## src/rtl/i2s_mic_rx_pkg.sv

```systemverilog
// Shared constants and run-state encoding for the I2S microphone receiver
// and its clock generator.
package i2s_mic_rx_pkg;

    localparam int I2S_SLOT_BITS  = 32;
    localparam int I2S_FRAME_BITS = 64;
    localparam int MIC_DATA_BITS  = 24;

    typedef enum logic {
        IDLE = 1'b0,
        RUN  = 1'b1
    } run_state_t;

endpackage

```

## src/rtl/i2s_mic_rx_if.sv

```systemverilog
// Pin-level I2S bus plus the sample output stream of the microphone receiver.
interface i2s_mic_rx_if #(
    parameter int DATA_WIDTH = 16
);

    logic                  i2s_sck;
    logic                  i2s_ws;
    logic                  i2s_sd;
    logic [DATA_WIDTH-1:0] sample_out;
    logic                  sample_valid;

    modport master (
        output i2s_sck,
        output i2s_ws,
        input  i2s_sd,
        output sample_out,
        output sample_valid
    );

    modport slave (
        input  i2s_sck,
        input  i2s_ws,
        output i2s_sd,
        input  sample_out,
        input  sample_valid
    );

endinterface

```

## src/rtl/i2s_clkgen.sv

```systemverilog
// I2S master clock generator: SCK/WS from the system clock plus per-bit strobes.
// Frame boundaries are the only points where en is honoured.
module i2s_clkgen
    import i2s_mic_rx_pkg::*;
#(
    parameter int CLK_DIV = 4
) (
    input  logic                              clk,
    input  logic                              reset,
    input  logic                              en,
    output logic                              sck,
    output logic                              ws,
    output logic [$clog2(I2S_FRAME_BITS)-1:0] bit_cnt,
    output logic                              sck_fall,
    output logic                              cap_en
);

    localparam int DIV_W = $clog2(CLK_DIV);
    localparam int BIT_W = $clog2(I2S_FRAME_BITS);

    run_state_t       state, state_next;
    logic [DIV_W-1:0] div_cnt, div_next;
    logic             sck_next, ws_next;
    logic [BIT_W-1:0] bit_next;
    logic             terminal;

    assign terminal = (div_cnt == DIV_W'(CLK_DIV - 1));

    always_ff @(posedge clk or negedge reset) begin
        if (!reset) begin
            state   <= IDLE;
            div_cnt <= '0;
            sck     <= 1'b0;
            ws      <= 1'b0;
            bit_cnt <= '0;
        end else begin
            state   <= state_next;
            div_cnt <= div_next;
            sck     <= sck_next;
            ws      <= ws_next;
            bit_cnt <= bit_next;
        end
    end

    // The last clk of a high phase is both the capture point and the clk that drops SCK.
    always_comb begin
        state_next = state;
        div_next   = div_cnt;
        sck_next   = sck;
        ws_next    = ws;
        bit_next   = bit_cnt;
        sck_fall   = 1'b0;
        cap_en     = 1'b0;
        case (state)
            IDLE: begin
                div_next = '0;
                sck_next = 1'b0;
                ws_next  = 1'b0;
                bit_next = '0;
                if (en) begin
                    state_next = RUN;
                end
            end
            RUN: begin
                if (terminal) begin
                    div_next = '0;
                    sck_next = !sck;
                    if (sck) begin
                        sck_fall = 1'b1;
                        cap_en   = 1'b1;
                        bit_next = bit_cnt + BIT_W'(1);
                        ws_next  = bit_next[BIT_W-1];
                        if (bit_cnt == BIT_W'(I2S_FRAME_BITS - 1) && !en) begin
                            state_next = IDLE;
                        end
                    end
                end else begin
                    div_next = div_cnt + DIV_W'(1);
                end
            end
            default: begin
                state_next = IDLE;
            end
        endcase
    end

endmodule

```

## src/rtl/i2s_mic_rx.sv

```systemverilog
// I2S master receiver for one MEMS microphone: synchronises SD, shifts the
// selected slot MSB first and emits one truncated sample per frame.
module i2s_mic_rx
    import i2s_mic_rx_pkg::*;
#(
    parameter int CLK_DIV    = 4,
    parameter int DATA_WIDTH = 16,
    parameter int CHANNEL    = 0
) (
    input logic          clk,
    input logic          reset,
    input logic          en,
    i2s_mic_rx_if.master bus
);

    localparam int BIT_W  = $clog2(I2S_FRAME_BITS);
    localparam int SLOT_W = $clog2(I2S_SLOT_BITS);

    logic                  sck, ws, sck_fall, cap_en;
    logic [BIT_W-1:0]      bit_cnt;
    logic                  sd_meta, sd_sync;
    logic [SLOT_W-1:0]     slot_bit;
    logic                  in_slot, take_bit, last_bit, frame_end;
    logic [DATA_WIDTH-1:0] shift_reg, sample_reg;
    logic                  load_pending, valid_reg;

    i2s_clkgen #(
        .CLK_DIV(CLK_DIV)
    ) u_clkgen (
        .clk      (clk),
        .reset    (reset),
        .en       (en),
        .sck      (sck),
        .ws       (ws),
        .bit_cnt  (bit_cnt),
        .sck_fall (sck_fall),
        .cap_en   (cap_en)
    );

    assign bus.i2s_sck      = sck;
    assign bus.i2s_ws       = ws;
    assign bus.sample_out   = sample_reg;
    assign bus.sample_valid = valid_reg;

    always_ff @(posedge clk or negedge reset) begin
        if (!reset) begin
            sd_meta <= 1'b0;
            sd_sync <= 1'b0;
        end else begin
            sd_meta <= bus.i2s_sd;
            sd_sync <= sd_meta;
        end
    end

    // Slot bit 0 is the I2S delay bit; bits past DATA_WIDTH are dropped unrounded.
    assign slot_bit  = bit_cnt[SLOT_W-1:0];
    assign in_slot   = (bit_cnt[BIT_W-1] == (CHANNEL != 0));
    assign take_bit  = cap_en && in_slot && (slot_bit != '0) &&
                       (slot_bit <= SLOT_W'(DATA_WIDTH));
    assign last_bit  = cap_en && in_slot && (slot_bit == SLOT_W'(DATA_WIDTH));
    assign frame_end = sck_fall && (bit_cnt == BIT_W'(I2S_FRAME_BITS - 1));

    always_ff @(posedge clk or negedge reset) begin
        if (!reset) begin
            shift_reg <= '0;
        end else if (frame_end) begin
            shift_reg <= '0;
        end else if (take_bit) begin
            shift_reg <= DATA_WIDTH'({shift_reg, sd_sync});
        end
    end

    always_ff @(posedge clk or negedge reset) begin
        if (!reset) begin
            load_pending <= 1'b0;
            valid_reg    <= 1'b0;
            sample_reg   <= '0;
        end else begin
            load_pending <= last_bit;
            valid_reg    <= load_pending;
            if (load_pending) begin
                sample_reg <= shift_reg;
            end
        end
    end

endmodule
```

## src/flat_wrapper.sv

```systemverilog
// flat-port wrapper written by rule: the top's interface ports become plain ports
module i2s_mic_rx_flat import i2s_mic_rx_pkg::*;
#(
    parameter int CLK_DIV    = 4,
    parameter int DATA_WIDTH = 16,
    parameter int CHANNEL    = 0
)
  (clk, reset, en, bus_i2s_sck, bus_i2s_ws, bus_i2s_sd, bus_sample_out, bus_sample_valid);
  i2s_mic_rx_if #(.DATA_WIDTH(DATA_WIDTH)) bus_i ();
  input logic clk;
  input logic reset;
  input logic en;
  output wire logic [$bits(bus_i.i2s_sck)-1:0] bus_i2s_sck;
  output wire logic [$bits(bus_i.i2s_ws)-1:0] bus_i2s_ws;
  input wire logic [$bits(bus_i.i2s_sd)-1:0] bus_i2s_sd;
  output wire logic [$bits(bus_i.sample_out)-1:0] bus_sample_out;
  output wire logic [$bits(bus_i.sample_valid)-1:0] bus_sample_valid;
  assign bus_i2s_sck = bus_i.i2s_sck;
  assign bus_i2s_ws = bus_i.i2s_ws;
  assign bus_i.i2s_sd = bus_i2s_sd;
  assign bus_sample_out = bus_i.sample_out;
  assign bus_sample_valid = bus_i.sample_valid;
  i2s_mic_rx #(.CLK_DIV(CLK_DIV), .DATA_WIDTH(DATA_WIDTH), .CHANNEL(CHANNEL)) u_core (.clk(clk), .reset(reset), .en(en), .bus(bus_i));
endmodule
```

## config.mk

```make
export PLATFORM = sky130hd
export DESIGN_NAME = i2s_mic_rx_flat
export DESIGN_NICKNAME = d
export VERILOG_FILES = /design/src/rtl/i2s_mic_rx_pkg.sv /design/src/rtl/i2s_mic_rx_if.sv /design/src/rtl/i2s_clkgen.sv /design/src/rtl/i2s_mic_rx.sv /design/src/flat_wrapper.sv
export SDC_FILE = /design/constraint.sdc
export NUM_CORES = 1
export LEC_CHECK = 0
export ABC_CLOCK_PERIOD_IN_PS = 1800
export CAP_MARGIN = 0
export CORE_MARGIN = 4
export CORE_UTILIZATION = 48
export DETAILED_ROUTE_END_ITERATION = 10
export GPL_ROUTABILITY_DRIVEN = 0
export PLACE_DENSITY = 0.73
export SLEW_MARGIN = 15
export SYNTH_ARGS = -nofsm -noshare
export SYNTH_HDL_FRONTEND = slang
export SYNTH_SLANG_ARGS = --single-unit
```

## constraint.sdc

```tcl
create_clock -name clk -period 1.8 [get_ports clk]
set_clock_uncertainty 0.15 [all_clocks]
set_input_delay 0.36 -clock clk [delete_from_list [all_inputs] [get_ports clk]]
set_output_delay 0.36 -clock clk [all_outputs]
set_load 0.02 [all_outputs]
```

==> metrics.cfg, run 1 <==
[placement]
place_area_um2=2190
port_buffers=22
hpwlAfterDp_um=2210

[floorplan]
io_pins=23
dieArea_um2=5020
initial_utilization_pct=50.6
core_um2=3740
die_y_um=70.8
rows=22
die_w_um=70.8

[global_routing]
grt_pass1_wl_um=5780
grt_antenna_before_repair=0
grt_usage_pct=14.8
grt_overflow=0
grt_pass1_vias=1226
grt_max_degree=30

[clocking]
clk_latency_ns=0.30
cts_buffers=5
cts_tree=yes
clock_sinks=46
cts.htree.levels=2
root_buffer=clkbuf_8
path_clk_slew_ns=0.09
clk_path_buf_depth=2

[synth]
syn_inst=139
synthArstFlopShare_pct=100
ys_ff_latch=46
ys_warn_count=0
synth-seq-area-share_pct=60.8
ys_types=30
synthFlopType=dfrtp_1
synth_edf_count=0
synth_nets=146
synth.avg_cell_area_um2=13.6
netlist_area_um2=1890

[final_layout]
fin_nets=179
stdcell_area_um2=2400
diodes=0
fillCellCount=293
layout-drive-gt1-share_pct=25.4
layout_commonest_cell=dfrtp_1
syn_to_final_growth_pct=26.8
layout_common_cells=dfrtp_1, mux2_2, a32o_1, dlymetal6s2s_1

[run_status]
status=finished clean

[timing]
rsz0062_at_grt=yes
slew_headroom_pct=63.9
setup_viol=0
drv_slew=0
max_freq_ghz=0.565
period_needed_ns=1.77
finalHoldViolations=0
fin_setup_tns_ns=0
worst-slew-pin-transition_ns=0.542
fin_crit_sh_pct=98.3

[setup_path]
worstPathRequired_ns=1.84
critPathMaxFanout=6
slowest_delay_ns=0.41
slowest_stage=dfrtp_1
endpoint_kind=flip-flop
cp-start-kind=flip-flop
path_cells=inv_1 -> ha_2 -> nor3b_4 -> a22o_4 -> nand3_4 -> a32o_1
worstSetupPathType=reg -> reg
worstPathArrival_ns=1.81

[route]
vias=1205
finalWirelength_um=3390
drtIter0Drc=76
ant_nets=0
drt-vias-per-instance=5.45
wl_per_cell_um=15.3
drcViolationCount=0
drtPass1Iterations=4

[pwr]
irDropWorstVdd_v=0.000737
total_leakage_power_nw=1.31
p_per_area_nw_per_um2=1170

[flow_run]
drv_cap=0

[hold_path]
min-delay-path-class=reg -> reg

[final timing paths]
check | slack, ns | end | cells after the start | startpoint
setup / recovery | 0.03 | u_core.shift_reg[0]$_DFFE_PN0P_ | 6 | u_core.u_clkgen.bit_cnt[0]$_DFFE_PN0P_
hold / removal | 0.21 | u_core.sd_sync$_DFF_PN0_ | 0 | u_core.sd_meta$_DFF_PN0_
setup reg to reg | 0.03 | u_core.shift_reg[0]$_DFFE_PN0P_ | 6 | u_core.u_clkgen.bit_cnt[0]$_DFFE_PN0P_
hold reg to reg | 0.21 | u_core.sd_sync$_DFF_PN0_ | 0 | u_core.sd_meta$_DFF_PN0_
max in group asynchronous | 0.60 | u_core.shift_reg[12]$_DFFE_PN0P_ | 3 | reset
min in group asynchronous | 0.39 | u_core.bus.sample_out[15]$_DFFE_PN0P_ | 2 | reset
[worst max-delay path: cells and delay by family (launching register included)]
family                     cells  cell delay [ns]
adders and majority gates      1             0.16
buffers and inverters          1             0.07
and+or+nand+nor                2             0.36
AOI/OAI and AO/OA              2             0.51
DFF                            1             0.41
[synth_stat cells (all sizes together), types with 2 or more instances]
library cell / n / area [µm²]
and2: 10 / 65.1
ha: 3 / 37.5
o21ai: 2 / 10.0
nand3: 8 / 45.0
inv: 4 / 15.0
mux2i: 2 / 20.0
nand4: 2 / 12.5
a32o: 12 / 120
dfrtp: 46 / 1150
nand2: 7 / 26.3
clkbuf: 3 / 11.3
xnor2: 6 / 52.6
mux2: 16 / 180
and3: 2 / 12.5
buf: 6 / 47.5
[stage by stage]
step	cells	hold WS, ns	total power [mW]	util, %	setup slack [ns]
floorplan	139	-0.0856	1.78	-	0.00730
CTS	220	0.208	2.79	62.4	-0.0264
global route	221	0.225	3.01	64.2	-0.0661
detailed placement	209	0.184	2.01	58.6	-0.0539
finish	221	0.205	2.82	64.2	0.0310
global placement	209	0.171	1.97	58.6	0.0235
[cells by family (layout without fill, tap and decap cells)]
family / after synthesis / after routing / share of synthesized area, %
flip-flops: 46 / 46 / 60.8
AND/OR/NAND/NOR: 35 / 37 / 11.4
multiplexers: 18 / 18 / 10.6
AO/OA/AOI/OAI: 17 / 17 / 8.12
buffers and inverters: 13 / 45 / 3.90
XOR/XNOR: 7 / 7 / 3.24
adder cells (fa/ha/maj): 3 / 3 / 1.98
[what timing repair did]
item / 4_1_cts / 5_1_grt
endpoints found under the setup margin: 16 / 28
gates resized for setup: 4 / 18
pin swaps: 13 / 8
setup buffers: 1 / 0
endpoints found under the hold margin: 17 / 0
hold buffers: 1 / 0
cloned: 1 / 1
[area by class of cell]
type	instances	area, µm²	area share, %
Sequential cell	46	1150	47.9
Multi-Input combinational cell	82	724	30.2
Timing Repair Buffer	33	339	14.1
Clock buffer	5	68.8	2.86
Tap cell	48	60.1	2.50
Clock inverter	3	43.8	1.82
Inverter	4	15.0	0.625
[power by group]
group | internal, mW | total (mW) | switching (mW)
Combinational | 0.379 | 0.711 | 0.332
Sequential | 1.19 | 1.34 | 0.159
Clock | 0.416 | 0.760 | 0.344
[metal layers]
| layer | global-route usage [%] | vias to the layer above | share of wire, % |
|---|---|---|---|
| li1 | - | 564 | - |
| met1 | 18.2 | 612 | 44 |
| met2 | 24.4 | 23 | 50 |
| met3 | 4.26 | 6 | 3.5 |
| met4 | 6.26 | 0 | 1.9 |
| met5 | 0 | - | 0 |
No activity file was read; power rests on OpenSTA's default activity.
==> run 2, diff against run 1 <==
--- a/config.mk
+++ b/config.mk
@@ -5,13 +5,13 @@
 export SDC_FILE = /design/constraint.sdc
 export NUM_CORES = 1
 export LEC_CHECK = 0
-export ABC_CLOCK_PERIOD_IN_PS = 1800
+export ABC_CLOCK_PERIOD_IN_PS = 1700
 export CAP_MARGIN = 0
 export CORE_MARGIN = 4
 export CORE_UTILIZATION = 48
 export DETAILED_ROUTE_END_ITERATION = 10
 export GPL_ROUTABILITY_DRIVEN = 0
-export PLACE_DENSITY = 0.73
+export PLACE_DENSITY = 0.7
 export SLEW_MARGIN = 15
 export SYNTH_ARGS = -nofsm -noshare
 export SYNTH_HDL_FRONTEND = slang
==> constraint.sdc (replaced) <==
create_clock -name clk -period 1.7 [get_ports clk]
set_clock_uncertainty 0.15 [all_clocks]
set_input_delay 0.34 -clock clk [delete_from_list [all_inputs] [get_ports clk]]
set_output_delay 0.34 -clock clk [all_outputs]
set_load 0.02 [all_outputs]
==> run 2 against run 1 <==
Net effect:
- the run now ends with setup timing left
- critical path depth is 2 higher
- combinational power is 24% higher
- flip-flop and latch count stayed put
- critical path type unchanged
==> metrics.cfg, run 2 (synthesis results as in run 1) <==
[run_status]
status=complete, but fails checks
violations=setup timing

[route]
drtIter0Drc=74  ; -2.6%
vias=1228  ; +1.9%
drtPass1Iterations=4  ; unchanged
wl_per_cell_um=15.1  ; -1.5%
drt-vias-per-instance=5.43  ; -0.35%
drcViolationCount=0  ; unchanged
ant_nets=0  ; unchanged
finalWirelength_um=3410  ; +0.71%

[timing]
setup_viol=15  ; +15
worst-slew-pin-transition_ns=0.505  ; -0.0371 ns
max_freq_ghz=0.563  ; -0.38%
finalHoldViolations=0  ; unchanged
fin_crit_sh_pct=104  ; +6.2 points
fin_setup_tns_ns=-0.569  ; -0.569 ns
layout_setup_ws_ns=-0.0758  ; -0.107 ns
period_needed_ns=1.78  ; +0.00680 ns
slew_headroom_pct=66.4  ; +2.5 points
drv_slew=0  ; unchanged
rsz0062_at_grt=yes

[setup_path]
worstPathArrival_ns=1.81  ; about the same
worstPathRequired_ns=1.74  ; -0.10 ns
slowest_delay_ns=0.40  ; about the same
cp-start-kind=flip-flop
crit_buf_inv=3  ; +2
reg2reg_setup_slack_ns=-0.08  ; -0.11 ns
critPathMaxFanout=8  ; +2
r2r-end=u_core.shift_reg[3]$_DFFE_PN0P_
endpoint_kind=flip-flop
r2r-start=u_core.u_clkgen.bit_cnt[1]$_DFFE_PN0P_
worstSetupPathType=reg -> reg
path_cells=inv_1 -> ha_2 -> nor3b_4 -> buf_6 -> xnor2_4 -> and2_4 -> buf_4 -> o21ai_2
slowest_stage=dfrtp_1
worstRegToRegCells=8  ; +2
critPathTopFamily=simple AND/OR/NAND/NOR gates

[floorplan]
rows=22  ; unchanged
initial_utilization_pct=50.6  ; unchanged
dieArea_um2=5020  ; unchanged
io_pins=23  ; unchanged
die_w_um=70.8  ; unchanged
core_um2=3740  ; unchanged
die_y_um=70.8  ; unchanged

[global_routing]
grt_antenna_before_repair=0  ; unchanged
grt_pass1_vias=1259  ; +2.7%
grt_overflow=0  ; unchanged
grt_usage_pct=15.4  ; +0.57 points
grt_pass1_wl_um=5940  ; +2.9%
grt_max_degree=47  ; +57%

[pwr]
total_power_mw=3.10  ; +10%
irDropWorstVdd_v=0.000657  ; -11%
p_per_area_nw_per_um2=1290  ; +10%
total_leakage_power_nw=1.19  ; -8.9%

[hold_path]
min-delay-path-class=reg -> reg
hp-start=u_core.sd_meta$_DFF_PN0_
holdPathStages=0  ; unchanged
hold_end=u_core.sd_sync$_DFF_PN0_

[clocking]
path_clk_slew_ns=0.09  ; about the same
clock_sinks=46  ; unchanged
cts_tree=yes
root_buffer=clkbuf_8
cts.htree.levels=2  ; unchanged
clk_latency_ns=0.30  ; about the same
cts_buffers=5  ; unchanged
clk_path_buf_depth=2  ; unchanged

[final_layout]
fin_util_pct=64.1  ; about the same
diodes=0  ; unchanged
layout_commonest_cell=dfrtp_1
fin_nets=184  ; +2.8%
layout.cells.non_filler=226  ; +2.3%
layout_common_cells=dfrtp_1, dlygate4sd2_1, mux2_2
layout-drive-gt1-share_pct=28.1  ; +2.7 points
syn_to_final_growth_pct=26.8  ; about the same

[placement]
place_ws_ns=-0.105  ; -0.0510 ns
hpwlAfterDp_um=2250  ; +1.7%
post-place-cells=212  ; +1.4%
port_buffers=22  ; unchanged

[flow_run]
drv_cap=0  ; unchanged

-- run 2: cell count changes in the layout (fill, tap and decap cells not counted), moves of 4 or more --
cell             change
clkdlybuf4s50_1      -4
buf_4                +4
dlygate4sd2_1       +16
dlymetal6s2s_1      -12
-- run 2: area by class of cell --
type,instances,area [µm²]
multi-input combinational,82,732
fill,281,1340
inverter,4,15.0
clock buffer,5,68.8
tap,48,60.1
clock inverter,3,43.8
sequential,46,1150
timing repair buffer,38,330
-- run 2: report_power, final --
group	total, mW	internal, mW	switching [mW]
combinational	0.884	0.477	0.407
sequential	1.41	1.26	0.150
clock	0.811	0.440	0.371
total	3.10	2.17	0.928
-- run 2: per-layer routing --
metal | routed length [µm] | global-route usage, % | vias up
met1 | 1410 | 19.0 | 610
met2 | 1710 | 24.1 | 37
met5 | 0 | 0 | -
met3 | 199 | 5.11 | 8
li1 | - | - | 573
met4 | 84 | 7.93 | 0
-- run 2: metrics by stage --
stage / area [µm²] / hold slack [ns]
4_1_cts: 2390 / 0.203
2_1_floorplan: 1900 / -0.106
3_3_place_gp: 2220 / 0.182
3_5_place_dp: 2220 / 0.182
5_1_grt: 2400 / 0.214
6_report: 2400 / 0.202
-- run 2: repair_timing --
item                                    4_1_cts  5_1_grt
endpoints found under the setup margin       35       16
hold buffers                                  1        0
setup buffers                                 2        1
pin swaps                                    11       10
resized for setup                            26        1
gates cloned                                  2        0
hold endpoints to repair                     46        0
-- run 2: worst max-delay path by stage --
stage,from,end,cells after the start
6_report,u_core.u_clkgen.bit_cnt[1]$_DFFE_PN0P_,u_core.shift_reg[3]$_DFFE_PN0P_,8
5_1_grt,u_core.u_clkgen.bit_cnt[1]$_DFFE_PN0P_,u_core.shift_reg[4]$_DFFE_PN0P_,7
2_1_floorplan,u_core.u_clkgen.bit_cnt[0]$_DFFE_PN0P_,u_core.shift_reg[10]$_DFFE_PN0P_,8
3_3_place_gp,u_core.u_clkgen.bit_cnt[1]$_DFFE_PN0P_,u_core.shift_reg[1]$_DFFE_PN0P_,6
3_5_place_dp,u_core.u_clkgen.bit_cnt[1]$_DFFE_PN0P_,u_core.shift_reg[12]$_DFFE_PN0P_,6
4_1_cts,u_core.u_clkgen.bit_cnt[1]$_DFFE_PN0P_,u_core.shift_reg[4]$_DFFE_PN0P_,7
